==> src/rtl/boot_loader_pkg.sv <==
// Shared types and constants for the UART boot loader: frame and RX state
// encodings, the sync byte, and the word-size helper.
package boot_loader_pkg;

  typedef enum logic [2:0] {
    IDLE = 3'd0,
    LEN  = 3'd1,
    DATA = 3'd2,
    CSUM = 3'd3,
    DONE = 3'd4,
    ERR  = 3'd5
  } boot_state_t;

  typedef enum logic [1:0] {
    RX_IDLE  = 2'd0,
    RX_START = 2'd1,
    RX_DATA  = 2'd2,
    RX_STOP  = 2'd3
  } rx_state_t;

  localparam logic [7:0] SYNC_BYTE = 8'hA5;

  function automatic int bytes_per_word(input int data_w);
    return data_w / 8;
  endfunction

endpackage

==> src/rtl/uart_rx_core.sv <==
// 8N1 UART receiver: 2-FF synchroniser, half-bit start validation, LSB-first
// shift register, stop-bit check.
// Handshake: rx_valid and rx_ferr are one-cycle pulses with no ready; the
// consumer must take rx_byte in the rx_valid cycle. rx_byte holds until the
// next byte's data bits start shifting in.
module uart_rx_core
  import boot_loader_pkg::*;
#(
  parameter int CLK_DIV = 868
) (
  input  logic       sys_clk_i,
  input  logic       sys_rst_i,
  input  logic       uart_rx_i,
  output logic       rx_valid,
  output logic [7:0] rx_byte,
  output logic       rx_ferr,
  output logic [1:0] state_dbg
);

  localparam int HALF = CLK_DIV / 2;
  localparam int CW   = $clog2(CLK_DIV);

  rx_state_t     state_q, state_d;
  logic [1:0]    sync_q;
  logic          rx_prev_q;
  logic          rx_s;
  logic [CW-1:0] cnt_q, cnt_d;
  logic [2:0]    bit_q, bit_d;
  logic [7:0]    shift_q, shift_d;
  logic          pend_q, pend_d;
  logic          stop_q, stop_d;
  logic          valid_q, ferr_q;

  assign rx_s      = sync_q[1];
  assign rx_valid  = valid_q;
  assign rx_ferr   = ferr_q;
  assign rx_byte   = shift_q;
  assign state_dbg = state_q;

  always_comb begin
    state_d = state_q;
    cnt_d   = cnt_q + 1'b1;
    bit_d   = bit_q;
    shift_d = shift_q;
    pend_d  = 1'b0;
    stop_d  = stop_q;
    case (state_q)
      RX_IDLE: begin
        cnt_d = '0;
        // The timer already counts the detect cycle, so it starts at 1.
        if (rx_prev_q && !rx_s) begin
          state_d = RX_START;
          cnt_d   = CW'(1);
        end
      end
      RX_START: begin
        if (cnt_q == CW'(HALF - 1)) begin
          cnt_d   = '0;
          bit_d   = '0;
          state_d = rx_s ? RX_IDLE : RX_DATA;
        end
      end
      RX_DATA: begin
        if (cnt_q == CW'(CLK_DIV - 1)) begin
          cnt_d   = '0;
          shift_d = {rx_s, shift_q[7:1]};
          bit_d   = bit_q + 3'd1;
          if (bit_q == 3'd7) state_d = RX_STOP;
        end
      end
      RX_STOP: begin
        if (cnt_q == CW'(CLK_DIV - 1)) begin
          cnt_d   = '0;
          pend_d  = 1'b1;
          stop_d  = rx_s;
          state_d = RX_IDLE;
        end
      end
      default: state_d = RX_IDLE;
    endcase
  end

  always_ff @(posedge sys_clk_i or posedge sys_rst_i) begin
    if (sys_rst_i) begin
      state_q   <= RX_IDLE;
      sync_q    <= 2'b11;
      rx_prev_q <= 1'b1;
      cnt_q     <= '0;
      bit_q     <= '0;
      shift_q   <= '0;
      pend_q    <= 1'b0;
      stop_q    <= 1'b1;
      valid_q   <= 1'b0;
      ferr_q    <= 1'b0;
    end else begin
      state_q   <= state_d;
      sync_q    <= {sync_q[0], uart_rx_i};
      rx_prev_q <= rx_s;
      cnt_q     <= cnt_d;
      bit_q     <= bit_d;
      shift_q   <= shift_d;
      pend_q    <= pend_d;
      stop_q    <= stop_d;
      valid_q   <= pend_q & stop_q;
      ferr_q    <= pend_q & ~stop_q;
    end
  end

endmodule

==> src/rtl/uart_boot_loader.sv <==
// UART boot loader: parses A5 | N | N words | XOR checksum frames and writes
// the assembled words sequentially into boot memory.
module uart_boot_loader
  import boot_loader_pkg::*;
#(
  parameter int CLK_DIV = 868,
  parameter int DATA_W  = 32,
  parameter int ADDR_W  = 4,
  parameter int BYTE_LE = 1
) (
  input  logic              sys_clk_i,
  input  logic              sys_rst_i,
  input  logic              uart_rx_i,
  input  logic              clear_i,
  output logic              mem_we_o,
  output logic [ADDR_W-1:0] mem_addr_o,
  output logic [DATA_W-1:0] mem_wdata_o,
  output logic              busy_o,
  output logic              boot_done_o,
  output logic              boot_err_o,
  output logic [2:0]        state_dbg_o,
  output logic [1:0]        rx_state_dbg_o
);

  localparam int BPW   = bytes_per_word(DATA_W);
  localparam int DEPTH = 2 ** ADDR_W;
  localparam int BW    = (BPW > 1) ? $clog2(BPW) : 1;

  logic              rx_valid, rx_ferr;
  logic [7:0]        rx_byte;
  boot_state_t       state_q, state_d;
  logic              start_frame, take_byte, do_write;
  logic              byte_last;
  logic [BW-1:0]     byte_idx_q;
  logic [7:0]        count_q, words_q, xor_q;
  logic [DATA_W-1:0] word_q, word_next, byte_ext;
  logic              we_q;
  logic [ADDR_W-1:0] addr_q;
  logic [DATA_W-1:0] wdata_q;

  uart_rx_core #(.CLK_DIV(CLK_DIV)) u_rx (
    .sys_clk_i (sys_clk_i),
    .sys_rst_i (sys_rst_i),
    .uart_rx_i (uart_rx_i),
    .rx_valid  (rx_valid),
    .rx_byte   (rx_byte),
    .rx_ferr   (rx_ferr),
    .state_dbg (rx_state_dbg_o)
  );

  assign byte_last = (byte_idx_q == BW'(BPW - 1));
  assign byte_ext  = DATA_W'(rx_byte);
  // Little-endian shifts bytes in from the top so the first lands in [7:0].
  assign word_next = (BYTE_LE != 0) ? ((word_q >> 8) | (byte_ext << (DATA_W - 8)))
                                    : ((word_q << 8) | byte_ext);

  always_comb begin
    state_d     = state_q;
    start_frame = 1'b0;
    take_byte   = 1'b0;
    do_write    = 1'b0;
    if (clear_i) begin
      state_d = IDLE;
    end else begin
      case (state_q)
        IDLE: if (rx_valid && rx_byte == SYNC_BYTE) state_d = LEN;
        LEN: begin
          if (rx_ferr) state_d = ERR;
          else if (rx_valid) begin
            if (rx_byte == 8'd0 || int'(rx_byte) > DEPTH) state_d = ERR;
            else begin
              state_d     = DATA;
              start_frame = 1'b1;
            end
          end
        end
        DATA: begin
          if (rx_ferr) state_d = ERR;
          else if (rx_valid) begin
            take_byte = 1'b1;
            if (byte_last) begin
              do_write = 1'b1;
              if (words_q + 8'd1 == count_q) state_d = CSUM;
            end
          end
        end
        CSUM: begin
          if (rx_ferr) state_d = ERR;
          else if (rx_valid) state_d = (rx_byte == xor_q) ? DONE : ERR;
        end
        DONE, ERR: state_d = state_q;
        default: state_d = IDLE;
      endcase
    end
  end

  always_ff @(posedge sys_clk_i or posedge sys_rst_i) begin
    if (sys_rst_i) state_q <= IDLE;
    else           state_q <= state_d;
  end

  always_ff @(posedge sys_clk_i or posedge sys_rst_i) begin
    if (sys_rst_i) begin
      byte_idx_q <= '0;
      count_q    <= '0;
      words_q    <= '0;
      xor_q      <= '0;
      word_q     <= '0;
      we_q       <= 1'b0;
      addr_q     <= '0;
      wdata_q    <= '0;
    end else begin
      we_q <= do_write;
      if (clear_i || start_frame) begin
        byte_idx_q <= '0;
        words_q    <= '0;
        xor_q      <= '0;
        word_q     <= '0;
      end
      if (start_frame) count_q <= rx_byte;
      if (take_byte) begin
        xor_q      <= xor_q ^ rx_byte;
        word_q     <= word_next;
        byte_idx_q <= byte_last ? '0 : byte_idx_q + 1'b1;
      end
      if (do_write) begin
        addr_q  <= ADDR_W'(words_q);
        wdata_q <= word_next;
        words_q <= words_q + 8'd1;
      end
    end
  end

  assign mem_we_o    = we_q;
  assign mem_addr_o  = addr_q;
  assign mem_wdata_o = wdata_q;
  assign busy_o      = (state_q == LEN) || (state_q == DATA) || (state_q == CSUM);
  assign boot_done_o = (state_q == DONE);
  assign boot_err_o  = (state_q == ERR);
  assign state_dbg_o = state_q;

endmodule

==> config.mk <==
export PLATFORM = sky130hd
export DESIGN_NAME = uart_boot_loader
export DESIGN_NICKNAME = d
export VERILOG_FILES = /design/src/rtl/boot_loader_pkg.sv /design/src/rtl/uart_rx_core.sv /design/src/rtl/uart_boot_loader.sv
export SDC_FILE = /design/constraint.sdc
export NUM_CORES = 1
export LEC_CHECK = 0
export ABC_AREA = 1
export CAP_MARGIN = 0
export CORE_UTILIZATION = 45
export DETAILED_ROUTE_END_ITERATION = 8
export HOLD_SLACK_MARGIN = 0.03
export PLACE_DENSITY = 0.63
export SYNTH_ARGS = -nofsm -noshare
export SYNTH_HDL_FRONTEND = slang
export SYNTH_HIERARCHICAL = 1
export SYNTH_SLANG_ARGS = --single-unit
==> constraint.sdc <==
create_clock -name sys_clk_i -period 5.2 [get_ports sys_clk_i]
set_input_delay 1.04 -clock sys_clk_i [delete_from_list [all_inputs] [get_ports sys_clk_i]]
set_output_delay 1.04 -clock sys_clk_i [all_outputs]
set_load 0.02 [all_outputs]
# After elaboration in Yosys (flattened, before gate mapping)
# Index checks and enable logic that the tools add are counted.
# totals
reg_bits	128
latchBits	0
ram_bits	0
rom_bits	0
in_bits	4
output_inout_bits	45
wordCells	127
memories	0
# classes
add_sub_neg	4
n_mul	0
div_mod_pow	0
order_cmp	1
n_eq_ne	27
n_shift	0
n_mux	51
n_bitwise	5
n_reduce_logical	20
# op_table
cell	n
32-bit 2-to-1 mux	2
3-bit 2-to-1 mux	13
24-bit by 32-bit bitwise OR with 32-bit output	1
10-bit case mux with 3 select lines	1
8-bit 2-to-1 mux	3
10-bit 2-to-1 mux	2
1-bit 2-to-1 mux	18
2-bit 2-to-1 mux	9
8-bit == test	2
3-bit case mux with 5 select lines	1
4-bit by 2-bit inequality test with 1-bit output, second input constant	3
10-bit by 1-bit adder with 10-bit output, second input constant	1
10-bit == test, second input constant	1
10-bit by 9-bit == test with 1-bit output, second input constant	1
2-bit by 1-bit inequality test with 1-bit output, second input constant	5
3-bit == test, second input constant	3
8-bit by 1-bit adder with 8-bit output, second input constant	1
8-bit == test, second input constant	1
8-bit by 5-bit greater-than comparator with 1-bit output, second input constant	1
8-bit zero test	1
4-bit by 3-bit inequality test with 1-bit output, second input constant	2
2-bit case mux with 4 select lines	1
8-bit bitwise XOR	1
7-bit AND reduction	1
21 further kinds	33

# Logic depth before layout (Yosys ltp)
# depth
ltp_word	10
depth_mapped	16
mapped_depth_nobuf	16

# Modules after synthesis
# The synthesis kept the hierarchy.
# modules_own_cells
module	n_inst	cells_per_inst	area_per_inst_um2	seq_area_each_um2
uart_boot_loader	1	473	4107.7	2252.2
uart_rx_core	1	181	1522.7	755.7

# Worst setup path after synthesis
# Ideal clock, no wire load.
# synth_timing
path_type	reg-to-output
startpoint	register state_q[2] (netlist: state_dbg_o[2])
endpoint	output boot_err_o
arrival_time_ns	1.188
t_required_ns	4.160
setup_slack_ns	2.972
stages_incl_launch_ff	4
path_buffers	1
path_cell_list	dfrtp_1 -> buf_2 -> inv_1 -> nor3_1
# synth_via
elab_chain_cells	1
# synth_lines
item	line_no	rtl
start: declaration	uart_boot_loader.sv:31	boot_state_t state_q, state_d;
start signal: assignment	uart_boot_loader.sv:99	else state_q <= state_d;
3-bit == test	uart_boot_loader.sv:139	assign boot_err_o = (state_q == ERR);
end: declaration	uart_boot_loader.sv:20	output logic boot_err_o,
# No other way between the ends.

# Worst setup path after layout
# layout_timing
startpoint	input clear_i
endpoint	register words_q[6]
# layout_via
elab_cells_between_ends	5
cone_classes	mux (3); reduce/logical (2)
# layout_rtl
item	line_no	rtl
start: declaration	uart_boot_loader.sv:14	input logic clear_i,
1-bit 2-to-1 mux (*)	uart_boot_loader.sv:62	if (clear_i) begin
via do_write	uart_boot_loader.sv:32	logic start_frame, take_byte, do_write;
8-bit 2-to-1 mux / 2-bit nonzero test (equally long branches)	n/a	
end signal: assignment	uart_boot_loader.sv:129	words_q <= words_q + 8'd1;
end: declaration	uart_boot_loader.sv:35	logic [7:0] count_q, words_q, xor_q;
# Mark *: on every way through the listed nets, which the timed path passes. The rest lies on a longest branch.
# A chain may end at the register's enable or synchronous reset.

==> results.py <==
metrics = {
    "clock_network": {
        "htree_levels": 4,
        "ctsRootBufferMaster": "clkbuf_16",
        "clk_latency_ps": 410,
        "cts_setup_buffers": 0,
        "cts_tree": "yes",
        "path_clk_slew_ps": 60,
        "clock-sinks": 120,
        "cts_hold_buf": 0,
        "ctsLongestPathBuffers": 2,
        "numCtsBuffers": 17,
        "ctsResizeCount": 0,
    },
    "pwr": {
        "ir_drop_uv": 340,
        "switching_share_pct": 26.4,
        "p_clk_share_pct": 47.4,
        "powerDensity_nw_per_um2": 368,
        "p_seq_share_pct": 39.8,
        "p_sw_uw": 663,
        "pwr-share-comb_pct": 12.8,
        "fin_total_pwr_uw": 2510,
        "p_int_uw": 1850,
        "p_leak_uw": 0.00315,
    },
    "setup_path": {
        "rr_startpoint": "state_dbg_o[2]",
        "crit_path_end_kind": "flip-flop",
        "worst_ep_arrival_time_ps": 3490,
        "crit_path_max_incr_delay_ps": 630,
        "critPathLaunchType": "input port",
        "slowest_stage": "inv_2",
        "path_max_fanout": 59,
        "criticalPathCategory": "input port to flip-flop",
        "crit_chain": "clkdlybuf4s50_1 > nor2_1 > nand2_4 > nor2_8 > inv_2 > nand3_1 > o21ai_0",
        "startpoint": "clear_i",
        "required_ps": 5520,
    },
    "logic_synthesis": {
        "synth-seq-cells": 120,
        "async_flop_share_pct": 100,
        "synth_top_cell_area_share_pct": 51.6,
        "synth_top_area_cell": "dfrtp_1",
        "synth_commonest_cells": "146 x nand2_1, 116 x dfrtp_1, 106 x inv_1",
        "synth.cell_area_um2": 5630,
        "synth.distinct_cells": 39,
        "synth_area_leaders": "dfrtp_1 52%, nand2_1 9.7%, inv_1 7.1%, nand3_1 4.4%, o21ai_0 3.4%",
        "synth_nets": 664,
        "syn_area_per_cell_um2": 8.61,
        "synth_edf_count": 0,
        "yosysMostFrequentCell": "nand2_1",
        "yosysSeqAreaShare_pct": 53.4,
        "yosys_most_used_dff": "dfrtp_1",
        "syn-instance-count": 654,
        "ys_warn_count": 6,
    },
    "run_status": {
        "outcome": "complete, no violations",
    },
    "sta": {
        "final.setup_skew_ps": 8.35,
        "fmax_mhz": 316,
        "period_share_pct": 60.9,
        "rsz0062_at_grt": "false",
        "setup_viol": 0,
        "fin_hold_ws_ps": 358,
        "hold_viol": 0,
        "fin_crit_ps": 3170,
        "max_slew_margin_pct": 24.4,
        "maxSlewViolCount": 0,
        "tns_ps": 0,
        "worstMarginPinSlew_ps": 1130,
    },
    "die": {
        "dieArea_um2": 13000,
        "rows": 40,
        "die_height_um": 114,
        "fp.coreArea_um2": 12100,
        "initial_core_util_pct": 46.5,
        "die_w_um": 114,
        "io_pins": 49,
    },
    "drt": {
        "drtPass1Iterations": 5,
        "drc_errors": 0,
        "num_vias": 4440,
        "via_per_inst": 5.00,
        "wl_um": 11700,
        "drt-initial-drc-count": 307,
        "wire_per_inst_um": 13.2,
        "ant_nets": 0,
    },
    "finish": {
        "nets": 717,
        "utilization_pct": 56.4,
        "drive_gt1_share_pct": 10.6,
        "insertedDiodeCount": 0,
        "syn_to_final_growth_pct": 21.3,
    },
    "global_routing": {
        "grt_max_degree": 60,
        "antenna_found_initial": 0,
        "grt_usage_pct": 20.3,
        "grt_pass1_vias": 4270,
        "grt_first_pass_wirelength_um": 20400,
        "grt_overflow": 0,
    },
    "place": {
        "io_buffers": 48,
        "place.gp.congestion": 0.900,
        "post-dp-hpwl_um": 8030,
    },
    "min_path": {
        "hp-class": "flip-flop to flip-flop",
        "min_from": "u_rx/sync_q[0]",
    },
    "run": {
        "maxCapViolCount": 0,
    },
}
[power groups by stage]
stage                     Clock, uW  Sequential [uW]  Combinational, uW
after floorplan                   0             1020                225
after global placement            0             1010                317
after detailed placement          0             1020                322
after CTS                      1210             1000                323
after global routing           1250             1010                360
final                          1190             1000                321
[through the flow]
| step | setup WS (ps) | cell area [um2] | cells |
|---|---|---|---|
| after floorplan | 1820 | 5630 | 654 |
| after global placement | 1700 | 6220 | 856 |
| after detailed placement | 1620 | 6220 | 856 |
| after CTS | 2080 | 6830 | 888 |
| after global routing | 1810 | 6830 | 888 |
| final | 2030 | 6830 | 888 |
[flip-flops by register name, indices dropped and copies added (netlist names), 2 cells and up, named ones only]
register / cells
xor_q: 8
u_rx/sync_q: 2
u_rx/rx_byte: 8
mem_addr_o: 4
count_q: 8
byte_idx_q: 2
state_dbg_o: 3
u_rx/bit_q: 3
words_q: 8
mem_wdata_o: 32
u_rx/cnt_q: 10
word_q: 24
[worst max-delay path: cells and delay by family]
kind	cells	cell delay (ps)
buffers and inverters	2	1200
AOI/OAI and AO/OA	1	270
and+or+nand+nor	4	950
[area by class of cell]
| class | count | area [um2] |
|---|---|---|
| fill | 1127 | 5280 |
| sequential | 120 | 3010 |
| multi-input combinational | 400 | 2060 |
| timing repair buffer | 51 | 503 |
| clock buffer | 20 | 457 |
| inverter | 117 | 440 |
| tap | 168 | 210 |
| clock inverter | 12 | 150 |
[cell families after synthesis]
logic type	after synthesis	synth area share, %
xor+xnor	9	1.40
buf+inv	134	10.0
mux	1	0.178
fa+ha+maj	6	1.33
compound gates	115	11.8
flops	120	53.4
simple gates	269	21.9
[worst paths after layout]
| kind | depth (start not counted) | slack, ps | endpoint |
|---|---|---|---|
| setup / recovery | 7 | 2030 | words_q[6] |
| hold / removal | 0 | 360 | u_rx/sync_q[1] |
| setup reg to reg | 8 | 2630 | words_q[6] |
| hold reg to reg | 0 | 360 | u_rx/sync_q[1] |
| max in group asynchronous | 3 | 3030 | mem_wdata_o[24] |
| min in group asynchronous | 2 | 1090 | word_q[22] |
[cell usage in the layout, fill, tap and decap left out, drive strengths merged, types with 5 or more instances in the layout]
cell type and instances:
nand4 5, nand2 149, clkinv 8, clkdlybuf4s50 48, o21ai 70, dfrtp 116, clkbuf 20, o22ai 30
nor2 49, nand3 50, a21oi 8, ha 6, inv 115, xor2 6, nor3 11
[layer usage]
layer	part of all wire (%)	track usage (%)
met2	49	33.6
met1	46	25.7
met4	1.3	7.10
met5	0	0
met3	3.6	5.63
Note: power is estimated with default switching activity, not from simulation.
